`config.mk`:
```
export PLATFORM = sky130hd
export DESIGN_NAME = exe_mem_reg
export DESIGN_NICKNAME = d
export VERILOG_FILES = /design/src/rtl/exe_mem_reg.sv
export SDC_FILE = /design/constraint.sdc
export NUM_CORES = 1
export LEC_CHECK = 0
export BUFFER_PORTS_ARGS = -buffer_cell sky130_fd_sc_hd__buf_2
export CORE_MARGIN = 2
export CORE_UTILIZATION = 40
export DETAILED_ROUTE_END_ITERATION = 16
export PLACE_DENSITY = 0.77
export SETUP_SLACK_MARGIN = 0.02
export SLEW_MARGIN = 20
export SYNTH_ARGS = -nofsm -noshare
export SYNTH_HDL_FRONTEND = slang
export SYNTH_SLANG_ARGS = --single-unit
```
`constraint.sdc`:
```
create_clock -name clk -period 1.02 [get_ports clk]
set_input_delay 0.102 -clock clk [delete_from_list [all_inputs] [get_ports clk]]
set_output_delay 0.102 -clock clk [all_outputs]
set_load 0.1 [all_outputs]
```
`src/rtl/exe_mem_reg.sv`:
```
// exe_mem_reg: EXE/MEM pipeline register that merges exceptions and suppresses their side effects.
// The optional alignment check is built only when MEM_ADDR_ALIGN_CHECK_EN is defined.
module exe_mem_reg (
    input  logic        clk,
    input  logic        rst,
    input  logic        EXE_Stall,
    input  logic        EXE_Flush,
    input  logic        EXE_Valid,
    input  logic [31:0] EXE_PC,
    input  logic [31:0] EXE_ALUOut,
    input  logic        Overflow_valid,
    input  logic        EXE_ExcValid,
    input  logic [4:0]  EXE_ExcCode,
    input  logic [2:0]  EXE_MemOp,
    input  logic        EXE_RegWr,
    input  logic [4:0]  EXE_Dst,
    input  logic [31:0] EXE_StoreData,
    output logic        MEM_Valid,
    output logic [31:0] MEM_PC,
    output logic [31:0] MEM_ALUOut,
    output logic [2:0]  MEM_MemOp,
    output logic        MEM_RegWr,
    output logic [4:0]  MEM_Dst,
    output logic [31:0] MEM_StoreData,
    output logic        MEM_ExcValid,
    output logic [4:0]  MEM_ExcCode,
    output logic [31:0] MEM_BadVAddr
);
    logic [2:0]  w_op;
    logic        w_adel;
    logic        w_ades;
    logic        w_exc;
    logic [4:0]  w_code;
    logic [31:0] w_badva;

    assign w_op = (EXE_MemOp == 3'd7) ? 3'd0 : EXE_MemOp;
`ifdef MEM_ADDR_ALIGN_CHECK_EN
    logic w_mis_h;
    logic w_mis_w;
    assign w_mis_h = EXE_ALUOut[0];
    assign w_mis_w = |EXE_ALUOut[1:0];
    assign w_adel  = (w_op == 3'd2 && w_mis_h) || (w_op == 3'd3 && w_mis_w);
    assign w_ades  = (w_op == 3'd5 && w_mis_h) || (w_op == 3'd6 && w_mis_w);
`else
    assign w_adel = 1'b0;
    assign w_ades = 1'b0;
`endif
    assign w_exc   = EXE_ExcValid || Overflow_valid || w_adel || w_ades;
    assign w_code  = EXE_ExcValid ? EXE_ExcCode : Overflow_valid ? 5'h0C : w_adel ? 5'h04 : w_ades ? 5'h05 : 5'h00;
    // Only an address error owns the bad address; higher-priority causes leave it clear.
    assign w_badva = (!EXE_ExcValid && !Overflow_valid && (w_adel || w_ades)) ? EXE_ALUOut : 32'h0;

    always_ff @(posedge clk) begin
        if (rst || EXE_Flush || (!EXE_Stall && !EXE_Valid)) begin
            MEM_Valid     <= 1'b0;
            MEM_PC        <= 32'h0;
            MEM_ALUOut    <= 32'h0;
            MEM_MemOp     <= 3'd0;
            MEM_RegWr     <= 1'b0;
            MEM_Dst       <= 5'd0;
            MEM_StoreData <= 32'h0;
            MEM_ExcValid  <= 1'b0;
            MEM_ExcCode   <= 5'h0;
            MEM_BadVAddr  <= 32'h0;
        end else if (!EXE_Stall) begin
            MEM_Valid     <= 1'b1;
            MEM_PC        <= EXE_PC;
            MEM_ALUOut    <= EXE_ALUOut;
            MEM_MemOp     <= w_exc ? 3'd0 : w_op;
            MEM_RegWr     <= w_exc ? 1'b0 : EXE_RegWr;
            MEM_Dst       <= EXE_Dst;
            MEM_StoreData <= EXE_StoreData;
            MEM_ExcValid  <= w_exc;
            MEM_ExcCode   <= w_code;
            MEM_BadVAddr  <= w_badva;
        end
    end
endmodule

```
# --- Yosys cells after proc, flatten, opt, wreduce, memory -nomap -nowiden ---
# Cells that the tools add are included.
totals:
  out_inout_bits: 144
  regBits: 112
  input_bits: 117
  wordCells: 21
classes:
  n_reduce_logical: 6
  eq_ne: 1
  n_mux: 5
ops:
  columns: ["operator", "n"]
  rows:
  - ["$mux 3", 2]
  - ["$mux 5", 1]
  - ["$mux 4", 1]
  - ["$eq 3x3->1 const B", 1]
  - ["$logic_or 1x1->1", 3]
  - ["$logic_not 1->1", 2]
  - ["$logic_and 1x1->1", 1]
  - ["$mux 1", 1]

# --- Logic depth before layout (Yosys ltp) ---
depth:
  ltp_word: 3
  depth_mapped: 5
  mapped_depth_nobuf: 3

# --- Worst setup path before layout ---
# No wires, ideal clock.
synth_timing:
  path_type: "register to register"
  startpoint: "reg MEM_ExcCode[4] (netlist name)"
  endpoint: "reg MEM_ExcCode[4]"
  stages_incl_launch_ff: 3
  slack_ns: -0.277
  path_buffers: 0
  arrival_time_ns: 1.229
  cell_sequence: "dfxtp_1 -> a22oi_1 -> nor2_1"
synth_rtl:
  columns: ["element", "line_no", "rtl"]
  rows:
  - ["end signal: assignment", "74", "MEM_ExcCode <= w_code;"]
  - ["end: declaration", "26", "output logic [4:0] MEM_ExcCode,"]

# --- Final worst setup path ---
layout_timing:
  startpoint: "reg MEM_StoreData[7]"
  endpoint: "out MEM_StoreData[7]"
layout_rtl:
  columns: ["element", "line_no", "rtl"]
  rows:
  - ["start: declaration", "24", "output logic [31:0] MEM_StoreData,"]
  - ["start signal: assignment", "72", "MEM_StoreData <= EXE_StoreData;"]
# No word-level cell between the ends.

==> metrics <==
CTS tree yes; largest family of logic cells by synthesized area multiplexers; R2R Setup Slk 170 ps; element type at the critical path end output port; Top delay family on crit path flip-flops; CP Cell Sequence buf_12; HP Class in -> reg; Max Transition Viols Final 0; Clock Power Share a little over a quarter; post-route ant nets 0; Synth Cell Area ~4300 µm²; stages on the worst setup path 1; placed inst area between 7000 and 8000 µm²; FF-to-FF End MEM_ALUOut[30]$_SDFFE_PP0N_; crit start category flip-flop; Routability Congestion 0.757; final net count ~850; largest net degree at the start of global routing between 50 and 60; P_int 6.83 mW; simple-gate portion of the synthesized area a little under an eighth; hold endpoint MEM_StoreData[2]$_SDFFE_PP0N_; hold_sp EXE_StoreData[2]; core area around 10,000 µm²; CP max stage cell dfxtp_4; cell taking the most area after synthesis dfxtp_1; power share of the combinational group between 20% and 30%; Die H between 100 and 150 µm; yosys warns 0; Final setup viols 3; final worst setup slack -3.86 ps; Longest Clk Path Bufs 2; depth of the worst hold-timing path 3; Final min period 1020 ps; drt wl/cell 18.2 µm; Layout fillers 504; CP peak stage delay 390 ps; Synth Area in Compound Gates under 10%; worst-path fanout max 2; Synth top area share approximately 53%; I/O Buffers 228; Synth area leaders dfxtp_1 (53%), mux2i_1 (24%), nor2_1 (9.6%); IO Pins roughly 260; vias in the first global route 4,420; CTS Sinks around 110; Setup CP Type reg -> out; H-tree depth reported by CTS 3; #FFs+latches synth between 100 and 150; Initial DRT Pass Iterations 4; fraction of layout cells with a size suffix above 1 approximately half; status finished with violations; commonest non-fill, non-tap cell in the layout buf_12; Rows 37; Root Driver clkbuf_8; Skew-Pair Late Insertion Delay approximately 350 ps; f_max between 900 and 1000 MHz; vias about 4,100; Setup WS pre-CTS -35.0 ps; Clock Skew 0 ps; commonest non-fill, non-tap cells in the layout buf_12 (118), buf_2 (115), nor2_1 (109), mux2i_1 (101), dlygate4sd3_1 (89); Worst Hold Margin approximately 14 ps; Die ar. around 12,000 µm²; Post-Synth XOR/XNOR Area 0%; RSZ-0062 raised after global routing true; crit share post-route 100%; via/cell ratio approximately 4.7; initial antenna violation count 1; Initial Util between 40 and 50%; Peak VDD IR 1.17 mV; RR Startpoint MEM_ALUOut[30]$_SDFFE_PP0N_; Avg Cell Area, Syn between 10 and 15 µm²; CTS Buf Count 9; net switching share of the total power about a third; failing checks setup timing; Synth cell types 18; Final Hold Viols 0; first-pass GRT wire length about 23 mm; HPWL Detailed roughly 9.6 mm; final non-filler cell area roughly 8500 µm²; mux contribution to synthesized area a little under a quarter; Max-cap violations 0; WL final approximately 16 mm; adder-cell share of the synthesized area 0%; initial DRC count about 120; Flop pwr share approximately 45%; P_leak between 3 and 4 nW; GRT Total Usage a little over a quarter; DRC 0; WP data required between 900 and 1000 ps; net switching power between 3 and 4 mW; crit path DAT about 920 ps; Cells after Synth ~410; register area share after synthesis about 53%; Power Dens Cells roughly 1200 nW/µm²; overall power between 10 and 15 mW; Die X about 110 µm; Area Overhead vs Synth 98.9%; global route total overflow 0; path depth of the worst reg2reg path 3; Worst-path clk slew 100 ps; Buf/Inv on CP 1
## per-stage QoR
step | utilization, % | TNS [ps] | cells
final | 82.3 | -6.76 | 870
after global routing | 82.3 | -2180 | 870
after CTS | 81.0 | -358 | 861
after detailed placement | 70.4 | -101 | 755
after global placement | 70.4 | 0 | 755
after floorplan | - | 0 | 436
## metal layers
layer / GRT usage [%] / up-vias / wire length (µm)
met4: 11.1 / 0 / 504
met5: 0 / - / 0
met2: 52.0 / 196 / 8840
met3: 6.17 / 41 / 1020
li1: - / 1913 / -
met1: 26.0 / 1902 / 5470
## worst register-to-register path, delay by kind of cell, from the launching register on
kind / cells / cell delay (ps)
buffers and inverters: 1 / 130
muxes: 1 / 190
and+or+nand+nor: 1 / 50
DFF: 1 / 370
## kinds of logic after synthesis
kind of cell | Yosys count
buffers and inverters | 58
multiplexers | 101
flip-flops | 112
AO/OA/AOI/OAI | 11
AND/OR/NAND/NOR | 122
other | 1
## cell usage after synthesis, drive strengths merged
library cell and count:
dfxtp 112, nor2 109, mux2i 101, buf 57, nor2b 5, nor3 4
a22oi 3, a32oi 3, nand2 3, a211oi 2, a21oi 2, conb 1
inv 1, nor4b 1, o21ai 1
## flip-flops by register name (all words and copies together) (netlist names)
register	count
MEM_RegWr	1
MEM_ExcCode	5
MEM_StoreData	32
MEM_Dst	5
MEM_PC	32
MEM_ALUOut	32
MEM_ExcValid	1
MEM_MemOp	3
MEM_Valid	1
## worst max path at each step
stage,endpoint,startpoint,slack (ps)
finish,MEM_StoreData[7],MEM_StoreData[7]$_SDFFE_PP0N_,-4
global route,MEM_StoreData[7],MEM_StoreData[7]$_SDFFE_PP0N_,-30
CTS,MEM_StoreData[7],MEM_StoreData[7]$_SDFFE_PP0N_,-20
detailed placement,MEM_MemOp[2]$_SDFFE_PP0N_,EXE_Stall,-30
global placement,MEM_MemOp[2]$_SDFFE_PP0N_,EXE_Stall,20
floorplan,MEM_ExcCode[4]$_SDFFE_PP0N_,MEM_ExcCode[4]$_SDFFE_PP0N_,60
## area by class of cell
class	instances	area, µm²	share of cell area [%]
Clock inverter	2	38.8	0.457
Clock buffer	13	159	1.87
Multi-Input combinational cell	266	1710	20.2
Tap cell	136	170	2.00
Antenna cell	1	2.50	0.0295
Timing Repair Buffer	339	3960	46.6
Sequential cell	112	2440	28.8
Inverter	1	3.75	0.0442
## what timing repair did
action,in CTS,in global routing
hold buffers,88,1
endpoints found under the setup margin,112,112
buffers inserted,3,7
hold endpoints to repair,88,1
resized for setup,1,24
## power by group through the flow
stage               combinational [mW]  clock [mW]  sequential [mW]
global placement                  2.64           0             4.73
finish                            3.03        2.70             4.60
floorplan                         1.10           0             5.53
detailed placement                2.69           0             4.75
global route                      3.13        2.93             4.61
CTS                               2.96        2.75             4.64
Power figures use the tool's default switching activity.
